<file path="src/rtl/rom_toggle_responder_pkg.sv">
// Shared types and constants for the toggle-handshake ROM/memory responder.
package rom_toggle_responder_pkg;

    localparam int LINE_W         = 64;
    localparam int WORD_W         = 16;
    localparam int WORDS_PER_LINE = 4;

    typedef enum logic [1:0] {
        IDLE     = 2'd0,
        WR_ISSUE = 2'd1,
        RD_ISSUE = 2'd2,
        RD_WAIT  = 2'd3
    } state_e;

    // Word n of a line occupies bits [16n+15:16n].
    function automatic logic [WORD_W-1:0] line_word(input logic [LINE_W-1:0] line,
                                                    input logic [1:0]        sel);
        return line[{sel, 4'b0000} +: WORD_W];
    endfunction

endpackage

</file>
<file path="src/rtl/rom_toggle_responder_if.sv">
// Host request/acknowledge signals and the 64-bit memory port, bundled together.
//
// Handshake: a host request is pending while req != ack. The responder samples
// the request's address/data at issue (the host keeps them stable until ack)
// and completes it by making ack equal to req. On the memory side, mem_rd or
// mem_we is held until an edge where mem_busy is 0; that edge accepts the
// transaction. Read data comes back later with a one-cycle mem_dout_ready.
interface rom_toggle_responder_if;
    import rom_toggle_responder_pkg::*;

    logic [24:0] wraddr;
    logic [15:0] din;
    logic        we_req;
    logic        we_ack;
    logic [22:1] rdaddr;
    logic [15:0] dout;
    logic        rd_req;
    logic        rd_ack;

    logic [21:0] mem_addr;
    logic        mem_busy;
    logic        mem_rd;
    logic        mem_we;
    logic [63:0] mem_din;
    logic [7:0]  mem_be;
    logic [63:0] mem_dout;
    logic        mem_dout_ready;

    state_e      dbg_state;

    modport slave (
        input  wraddr, din, we_req, rdaddr, rd_req,
        input  mem_busy, mem_dout, mem_dout_ready,
        output we_ack, dout, rd_ack,
        output mem_addr, mem_rd, mem_we, mem_din, mem_be,
        output dbg_state
    );

    modport master (
        output wraddr, din, we_req, rdaddr, rd_req,
        output mem_busy, mem_dout, mem_dout_ready,
        input  we_ack, dout, rd_ack,
        input  mem_addr, mem_rd, mem_we, mem_din, mem_be,
        input  dbg_state
    );

endinterface

</file>
<file path="src/rtl/rom_line_cache.sv">
// One-line 64-bit read cache: tag, valid, line data, word select, invalidate.
module rom_line_cache
    import rom_toggle_responder_pkg::*;
#(
    parameter int CACHE_EN = 1
) (
    input  logic              clk_sys,
    input  logic              reset,
    input  logic [19:0]       lookup_tag_i,
    input  logic [1:0]        word_sel_i,
    input  logic              fill_en_i,
    input  logic [LINE_W-1:0] fill_line_i,
    input  logic              inv_en_i,
    input  logic [21:0]       inv_tag_i,
    output logic              hit_o,
    output logic [WORD_W-1:0] hit_word_o
);

    // With the cache disabled the line never becomes valid, so every read misses.
    localparam logic CACHE_ON = (CACHE_EN != 0);

    logic              valid_q;
    logic [19:0]       tag_q;
    logic [LINE_W-1:0] line_q;

    // Valid bit: set on fill, cleared by reset or a write that lands in the cached line.
    always_ff @(posedge clk_sys) begin
        if (reset) begin
            valid_q <= 1'b0;
        end else if (fill_en_i) begin
            valid_q <= CACHE_ON;
        end else if (inv_en_i && (inv_tag_i == {2'b00, tag_q})) begin
            valid_q <= 1'b0;
        end
    end

    // Tag and line data captured from each completed memory read.
    always_ff @(posedge clk_sys) begin
        if (reset) begin
            tag_q  <= '0;
            line_q <= '0;
        end else if (fill_en_i) begin
            tag_q  <= lookup_tag_i;
            line_q <= fill_line_i;
        end
    end

    assign hit_o      = valid_q && (tag_q == lookup_tag_i);
    assign hit_word_o = line_word(line_q, word_sel_i);

endmodule

</file>
<file path="src/rtl/rom_toggle_responder.sv">
// Toggle-handshake responder: turns 16-bit host reads/writes into 64-bit
// memory transactions, with an optional one-line read cache.
module rom_toggle_responder
    import rom_toggle_responder_pkg::*;
#(
    parameter int CACHE_EN = 1
) (
    input  logic                 clk_sys,
    input  logic                 reset,
    rom_toggle_responder_if.slave bus
);

    state_e            state_q, state_d;
    logic              we_ack_q, we_ack_d;
    logic              rd_ack_q, rd_ack_d;
    logic [WORD_W-1:0] dout_q, dout_d;

    logic              wr_pend, rd_pend;
    logic              cache_hit, fill_en, inv_en;
    logic [WORD_W-1:0] hit_word;
    logic              unused_wraddr_b0;

    assign wr_pend          = (bus.we_req != we_ack_q);
    assign rd_pend          = (bus.rd_req != rd_ack_q);
    // Writes are always 16-bit aligned; the byte-select bit carries no meaning.
    assign unused_wraddr_b0 = bus.wraddr[0];

    rom_line_cache #(
        .CACHE_EN (CACHE_EN)
    ) u_cache (
        .clk_sys      (clk_sys),
        .reset        (reset),
        .lookup_tag_i (bus.rdaddr[22:3]),
        .word_sel_i   (bus.rdaddr[2:1]),
        .fill_en_i    (fill_en),
        .fill_line_i  (bus.mem_dout),
        .inv_en_i     (inv_en),
        .inv_tag_i    (bus.wraddr[24:3]),
        .hit_o        (cache_hit),
        .hit_word_o   (hit_word)
    );

    // State, acknowledge toggles and read data register.
    always_ff @(posedge clk_sys) begin
        if (reset) begin
            state_q  <= IDLE;
            we_ack_q <= 1'b0;
            rd_ack_q <= 1'b0;
            dout_q   <= '0;
        end else begin
            state_q  <= state_d;
            we_ack_q <= we_ack_d;
            rd_ack_q <= rd_ack_d;
            dout_q   <= dout_d;
        end
    end

    // Next-state logic: writes beat reads in IDLE; hits complete without memory.
    always_comb begin
        state_d  = state_q;
        we_ack_d = we_ack_q;
        rd_ack_d = rd_ack_q;
        dout_d   = dout_q;
        fill_en  = 1'b0;
        inv_en   = 1'b0;
        case (state_q)
            IDLE: begin
                if (wr_pend) begin
                    state_d = WR_ISSUE;
                end else if (rd_pend) begin
                    if (cache_hit) begin
                        dout_d   = hit_word;
                        rd_ack_d = bus.rd_req;
                    end else begin
                        state_d = RD_ISSUE;
                    end
                end
            end
            WR_ISSUE: begin
                if (!bus.mem_busy) begin
                    state_d  = IDLE;
                    we_ack_d = bus.we_req;
                    inv_en   = 1'b1;
                end
            end
            RD_ISSUE: begin
                if (!bus.mem_busy) begin
                    state_d = RD_WAIT;
                end
            end
            RD_WAIT: begin
                // Ready is only honoured here; stray pulses elsewhere fall through.
                if (bus.mem_dout_ready) begin
                    fill_en  = 1'b1;
                    dout_d   = line_word(bus.mem_dout, bus.rdaddr[2:1]);
                    rd_ack_d = bus.rd_req;
                    state_d  = IDLE;
                end
            end
            default: state_d = IDLE;
        endcase
    end

    assign bus.mem_we    = (state_q == WR_ISSUE);
    assign bus.mem_rd    = (state_q == RD_ISSUE);
    assign bus.mem_addr  = (state_q == WR_ISSUE) ? bus.wraddr[24:3] : {2'b00, bus.rdaddr[22:3]};
    assign bus.mem_din   = {WORDS_PER_LINE{bus.din}};
    assign bus.mem_be    = (state_q == WR_ISSUE) ? (8'b0000_0011 << {bus.wraddr[2:1], 1'b0}) : 8'h00;
    assign bus.we_ack    = we_ack_q;
    assign bus.rd_ack    = rd_ack_q;
    assign bus.dout      = dout_q;
    assign bus.dbg_state = state_q;

endmodule
</file>
<file path="src/flat_wrapper.sv">
// flat-port wrapper written by rule: the top's interface ports become plain ports
module rom_toggle_responder_flat import rom_toggle_responder_pkg::*;
#(
    parameter int CACHE_EN = 1
)
  (clk_sys, reset, bus_wraddr, bus_din, bus_we_req, bus_rdaddr, bus_rd_req, bus_mem_busy, bus_mem_dout, bus_mem_dout_ready, bus_we_ack, bus_dout, bus_rd_ack, bus_mem_addr, bus_mem_rd, bus_mem_we, bus_mem_din, bus_mem_be, bus_dbg_state);
  rom_toggle_responder_if bus_i ();
  input  logic clk_sys;
  input  logic reset;
  input wire logic [$bits(bus_i.wraddr)-1:0] bus_wraddr;
  input wire logic [$bits(bus_i.din)-1:0] bus_din;
  input wire logic [$bits(bus_i.we_req)-1:0] bus_we_req;
  input wire logic [$bits(bus_i.rdaddr)-1:0] bus_rdaddr;
  input wire logic [$bits(bus_i.rd_req)-1:0] bus_rd_req;
  input wire logic [$bits(bus_i.mem_busy)-1:0] bus_mem_busy;
  input wire logic [$bits(bus_i.mem_dout)-1:0] bus_mem_dout;
  input wire logic [$bits(bus_i.mem_dout_ready)-1:0] bus_mem_dout_ready;
  output wire logic [$bits(bus_i.we_ack)-1:0] bus_we_ack;
  output wire logic [$bits(bus_i.dout)-1:0] bus_dout;
  output wire logic [$bits(bus_i.rd_ack)-1:0] bus_rd_ack;
  output wire logic [$bits(bus_i.mem_addr)-1:0] bus_mem_addr;
  output wire logic [$bits(bus_i.mem_rd)-1:0] bus_mem_rd;
  output wire logic [$bits(bus_i.mem_we)-1:0] bus_mem_we;
  output wire logic [$bits(bus_i.mem_din)-1:0] bus_mem_din;
  output wire logic [$bits(bus_i.mem_be)-1:0] bus_mem_be;
  output wire logic [$bits(bus_i.dbg_state)-1:0] bus_dbg_state;
  assign bus_i.wraddr = bus_wraddr;
  assign bus_i.din = bus_din;
  assign bus_i.we_req = bus_we_req;
  assign bus_i.rdaddr = bus_rdaddr;
  assign bus_i.rd_req = bus_rd_req;
  assign bus_i.mem_busy = bus_mem_busy;
  assign bus_i.mem_dout = bus_mem_dout;
  assign bus_i.mem_dout_ready = bus_mem_dout_ready;
  assign bus_we_ack = bus_i.we_ack;
  assign bus_dout = bus_i.dout;
  assign bus_rd_ack = bus_i.rd_ack;
  assign bus_mem_addr = bus_i.mem_addr;
  assign bus_mem_rd = bus_i.mem_rd;
  assign bus_mem_we = bus_i.mem_we;
  assign bus_mem_din = bus_i.mem_din;
  assign bus_mem_be = bus_i.mem_be;
  assign bus_dbg_state = bus_i.dbg_state;
  rom_toggle_responder #(.CACHE_EN(CACHE_EN)) u_core (.clk_sys(clk_sys), .reset(reset), .bus(bus_i));
endmodule
</file>
<file path="config.mk">
export PLATFORM = sky130hd
export DESIGN_NAME = rom_toggle_responder_flat
export DESIGN_NICKNAME = d
export VERILOG_FILES = /design/src/rtl/rom_toggle_responder_pkg.sv /design/src/rtl/rom_toggle_responder_if.sv /design/src/rtl/rom_line_cache.sv /design/src/rtl/rom_toggle_responder.sv /design/src/flat_wrapper.sv
export SDC_FILE = /design/constraint.sdc
export NUM_CORES = 1
export LEC_CHECK = 0
export ABC_AREA = 1
export ABC_CLOCK_PERIOD_IN_PS = 1500
export CORE_AREA = 2 2 133 135
export DETAILED_ROUTE_END_ITERATION = 10
export DIE_AREA = 0 0 135 137
export PLACE_DENSITY = 0.77
export SLEW_MARGIN = 5
export SYNTH_ARGS = -nofsm -noshare
export SYNTH_HDL_FRONTEND = slang
export SYNTH_SLANG_ARGS = --single-unit
</file>
<file path="constraint.sdc">
create_clock -name clk_sys -period 1.5 [get_ports clk_sys]
set_input_delay 0.15 -clock clk_sys [delete_from_list [all_inputs] [get_ports clk_sys]]
set_output_delay 0.15 -clock clk_sys [all_outputs]
set_load 0.02 [all_outputs]
</file>
### After elaboration in Yosys (flattened, before gate mapping)

Index checks and enable logic that the tools add are counted.

| cells by class | value |
|---|---|
| equal/unequal tests | 15 |
| shifts and indexed selects | 3 |
| multiplexer cells | 25 |
| bitwise logic cells | 1 |
| reduce and logical (&&, ||, !) cells | 8 |

Operators by type and width:

| cell | number |
|---|---|
| $shiftx A64 B7 Y16 | 2 |
| $mux W16 | 4 |
| $pmux W16 S2 | 1 |
| $eq A22 B20 Y1 | 1 |
| $mux W22 | 1 |
| $eq A20 B20 Y1 | 1 |
| $mux W2 | 6 |
| $mux W1 | 10 |
| $reduce_and A5 Y1 | 2 |
| $mux W8 | 1 |
| $ne A2 B2 Y1 const B | 4 |
| $pmux W2 S4 | 1 |
| $shl A2 B3 Y8 const A | 1 |
| $eq A2 B2 Y1 const B | 2 |
| $ne A2 B1 Y1 const B | 2 |
| $reduce_bool A2 Y1 | 2 |
| $ne A3 B1 Y1 const B | 1 |
| $ne A3 B2 Y1 const B | 1 |
| $eq A2 B1 Y1 const B | 1 |
| $logic_and A1 B1 Y1 | 2 |
| $logic_not A2 Y1 | 1 |
| $ne A1 B1 Y1 | 2 |
| $pmux W1 S2 | 1 |
| $reduce_and A2 Y1 | 1 |
| $not A1 Y1 | 1 |

| storage, ports and cells | value |
|---|---|
| bits in registers | 105 |
| word-level logic and storage cells | 59 |

### Logic depth before layout (Yosys ltp)

| depth | value |
|---|---|
| depth in word-level cells | 6 |
| mapped depth | 12 |
| depth with buffers taken out | 12 |

### Modules after synthesis

A second synthesis with hierarchy kept.

| unflattened totals | value |
|---|---|
| cells, all modules | 1055 |
| area, all modules | 6486.2 sq um |

Modules (own cells, without submodules):

| module | times used | cells an instance | area each (sq um) |
|---|---|---|---|
| rom_line_cache | 1 | 592 | 4031.4 |
| rom_toggle_responder | 1 | 463 | 2454.9 |

### Worst setup path before layout

Ideal clock, no wire load.

| timing | value |
|---|---|
| path type | register to output |
| start | register u_core.state_q[0], in the netlist u_core.bus.dbg_state[0] |
| end | output bus_mem_be[3] |
| arrival time | 1.832 ns |
| data required time | 1.350 ns |
| path slack | -0.482 ns |
| stages on the path, launching flop included | 6 |
| buffers on the path | 3 |
| cells stage by stage | dfxtp_1 > nand2_1 > buf_2 > clkbuf_1 > nor3_1 > buf_4 |

| between the ends | value |
|---|---|
| longest elaborated chain between the ends | 2 |

Ends and longest elaborated chain:

| what | RTL line | source |
|---|---|---|
| from (decl) | rom_toggle_responder.sv:13 | `state_e state_q, state_d;` |
| from (signal assigned) | rom_toggle_responder.sv:51 | `state_q <= state_d;` |
| $eq A2 B1 Y1 | rom_toggle_responder.sv:108 | `assign bus.mem_be = (state_q == WR_ISSUE) ? (8'b0000_0011 << {bus.wraddr[2:1], 1'b0}) : 8'h00;` |
| $mux W8 | rom_toggle_responder.sv:108 |  |
| to (decl) | flat_wrapper.sv:25 | `output wire logic [$bits(bus_i.mem_be)-1:0] bus_mem_be;` |

No other way between the ends.

### Final worst setup path

| timing | value |
|---|---|
| start | register u_core.state_q[1], in the netlist u_core.bus.dbg_state[1] |
| end | register u_core.u_cache.valid_q |

| between the ends | value |
|---|---|
| longest elaborated chain between the ends | 4 |
| elaborated cells on any way between the ends | 7 |
| those cells by class | eq/ne: 2; mux: 3; reduce/logical: 2 |

Ends and longest elaborated chain:

| what | RTL line | source |
|---|---|---|
| $eq A2 B1 Y1 | rom_toggle_responder.sv:66 | `case (state_q)` |
| $mux W1 | rom_toggle_responder.sv:66 |  |
| $logic_and A1 B1 Y1 | rom_line_cache.sv:32 | `end else if (inv_en_i && (inv_tag_i == {2'b00, tag_q})) begin` |
| $reduce_bool A2 Y1 (no source line) | -- |  |
| to (signal assigned) | rom_line_cache.sv:29 | `valid_q <= 1'b0;` |
| to (signal assigned) | rom_line_cache.sv:31 | `valid_q <= CACHE_ON;` |
| to (signal assigned) | rom_line_cache.sv:33 | `valid_q <= 1'b0;` |
| to (decl) | rom_line_cache.sv:22 | `logic valid_q;` |

Parallel ways exist; a longest one is shown, timed or not.
A chain may end at the register's enable or synchronous reset.

==> out/metrics.yaml <==
worst_slew_pin_slew_ps: 460
ctsHtreeMaxLevel: 3
crit_chain: "inv_4, nand2_8, buf_12, buf_16, nor2_4, inv_2, nor2_1, nand3_1, nor2_1, nand3_1, nand2_1, a21oi_1"
syn2layout_area_growth_pct: 54.5
numPortBuffers: 167
synth_cell_types: 27
cts_tree: "yes"
worstPathMaxFanout: 7
violations: "setup timing"
drv_slew: 0
antenna_found_initial: 1
clock_sinks: 105
crit_arrival_ps: 1980
p_per_area_mw_per_mm2: 1270
synth_warnings: 0
start_util_pct: 40.2
grt_max_degree: 66
setup_tns_ps: -9870
setup_viol: 89
cpPeakStageDelay_ps: 390
synthCells: 988
hold_class: "in -> reg"
grt_pass1_wl_microns: 33000
critPathKind: "reg -> reg"
start_kind: "register"
pre_cts_ws_ps: -422
rows: 48
final-hold-violation-count: 0
drt_iter0_drc: 704
place_hpwl_microns: 15100
fin_ws_ps: -236
drive_above_1_share_pct: 33.8
design.die.area_sq_mm: 0.0185
grt_pass1_vias: 6591
layout_worst_path_cycle_share_pct: 116
status: "finished, violations left"
routabilityCongestion: 0.857
boundaryPins: 249
synth.avg_cell_area_sq_um: 6.94
cts.reportedPaths.clkPinSlew_ps: 80
wire_per_inst_microns: 17.2
via_per_inst: 5.20
die_h_microns: 137
p_leak_uw: 0.00434
ir_worst_vdd_v: 0.000833
hold_buffers: 0
worst_ep_required_time_ps: 1740
cts-buffers-inserted: 9
slowest_stage: "dfxtp_4"
clk_latency_ps: 370
finClkSkew_ps: 9.95
drc_errors: 0
fin_crit_ps: 1740
ant_nets: 0
n_fill_cell: 1401
vias: 7339
root_buffer: "clkbuf_16"
critical-path-top-delay-family: "simple AND/OR/NAND/NOR gates"
seq_area_frac_synth_pct: 30.7
slew_headroom_pct: 69.3
synth_area_sq_mm: 0.00685
endpoint_kind: "register"
core_area_sq_mm: 0.0171
wl_microns: 24200
synth_nets: 1121
dr.pass1.iters: 5
grt_overflow: 0
synth-seq-cells: 105
nets: 1313
rsz0062_at_grt: "true"
maxCapViolCount: 0
fmax_ghz: 0.576
die_x_microns: 135
worst-path-buf-inv: 4
grt_use_total_pct: 22.9
clockBufferDepth: 2
total_power_uw: 13500
where the power goes:
| group | internal (uW) | switching [uW] | leakage [uW] | total (uW) |
|---|---|---|---|---|
| combinational | 3610 | 3920 | 0.00334 | 7530 |
| sequential | 3240 | 295 | 0.000856 | 3530 |
| clock | 1160 | 1230 | 0.000143 | 2390 |
| total | 8010 | 5450 | 0.00434 | 13500 |
flip-flops by register name, indices dropped and copies added (netlist names):
signal / count
u_core.bus.dbg_state: 2
u_core.bus.dout: 16
u_core.bus.rd_ack: 1
u_core.bus.we_ack: 1
u_core.u_cache.line_q: 64
u_core.u_cache.tag_q: 20
u_core.u_cache.valid_q: 1
cell families after synthesis:
group,synth area share (%)
AO/OA/AOI/OAI,27.7
XOR/XNOR,1.15
buffers and inverters,20.5
flip-flops,30.7
AND/OR/NAND/NOR,20.0
area by class of cell:
cell class / instances / area, sq um / share of cell area [%]
Multi-Input combinational cell: 613 / 3960 / 37.4
Timing Repair Buffer: 309 / 3370 / 31.8
Sequential cell: 105 / 2120 / 20.0
Inverter: 141 / 561 / 5.29
Tap cell: 225 / 282 / 2.66
Clock buffer: 9 / 225 / 2.13
Clock inverter: 7 / 57.6 / 0.544
Timing Repair inverter: 1 / 16.3 / 0.154
Antenna cell: 1 / 2.50 / 0.0236
worst min-delay path, stage by stage:
cell and delay (ps):
buf_4 110, inv_1 80, o21ai_1 100, a21oi_1 60
routing by layer:
layer / share of wire, % / GRT usage, % / vias to the layer above
li1: - / - / 3543
met1: 39 / 27.6 / 3385
met2: 50 / 38.2 / 311
met3: 5.8 / 3.04 / 100
met4: 5.3 / 15.5 / 0
met5: 0 / 0 / -
what timing repair did:
action	in CTS	in global routing
buffers inserted	10	18
setup endpoints to repair	137	103
cloned	4	15
gates resized for setup	250	166
pin swaps	8	40
path summary, 6_finish.rpt:
path / startpoint / depth (start not counted) / end / slack (ps)
hold / removal: reset / 4 / u_core.u_cache.line_q[57]$_SDFFE_PP0P_ / 190
setup / recovery: u_core.bus.dbg_state[1]$_SDFFE_PP0P_ / 12 / u_core.u_cache.valid_q$_SDFFE_PP0P_ / -240
hold reg to reg: u_core.u_cache.valid_q$_SDFFE_PP0P_ / 2 / u_core.u_cache.valid_q$_SDFFE_PP0P_ / 460
setup reg to reg: u_core.bus.dbg_state[1]$_SDFFE_PP0P_ / 12 / u_core.u_cache.valid_q$_SDFFE_PP0P_ / -240
placed cells by master, fill, tap and decap left out, types with 7 or more instances in the layout:
cell type        instances
nand2_1                179
inv_1                  132
clkdlybuf4s50_1        113
dfxtp_1                 95
buf_4                   87
o211ai_1                61
a211oi_2                59
o21ai_0                 56
nor2_2                  53
nor2_1                  49
buf_6                   45
a21oi_1                 38
clkbuf_16               20
buf_12                  19
nand3_2                 17
dlygate4sd2_1           16
nand2_2                 15
o21ai_1                 13
o21ai_4                 12
nand3_1                  8
xnor2_1                  8
dfxtp_2                  8
nand2_4                  7
a21oi_2                  7
metrics by stage:
step                area, sq um  util (%)  hold slack (ps)  std cells
global placement           8960      52.5              300       1348
CTS                        9620      56.4              145       1378
finish                    10600      62.1              186       1411
global route              10600      62.1              208       1411
floorplan                  6960         -              285        988
detailed placement         8960      52.5              300       1348
synthesized netlist by cell type:
cell | number | area, sq um
clkinv_1 | 2 | 7.51
inv_4 | 1 | 6.26
clkbuf_1 | 23 | 86.3
a21oi_1 | 45 | 225
nand2_1 | 201 | 754
o21ai_0 | 83 | 415
o211ai_1 | 61 | 458
xor2_1 | 1 | 8.76
nand2_4 | 2 | 22.5
nand3_1 | 25 | 125
dfxtp_1 | 105 | 2100
o22ai_1 | 1 | 6.26
nor4_1 | 1 | 6.26
a211oi_1 | 4 | 30.0
xnor2_1 | 8 | 70.1
buf_4 | 77 | 578
o21ai_1 | 3 | 15.0
nor3_1 | 4 | 20.0
nor2_1 | 108 | 405
buf_6 | 10 | 113
inv_1 | 138 | 518
o21ai_2 | 1 | 8.76
nand4_1 | 4 | 25.0
nand2_2 | 1 | 6.26
or2_2 | 1 | 6.26
a211oi_2 | 59 | 738
buf_2 | 19 | 95.1
Note: power is estimated with default switching activity, not from simulation.
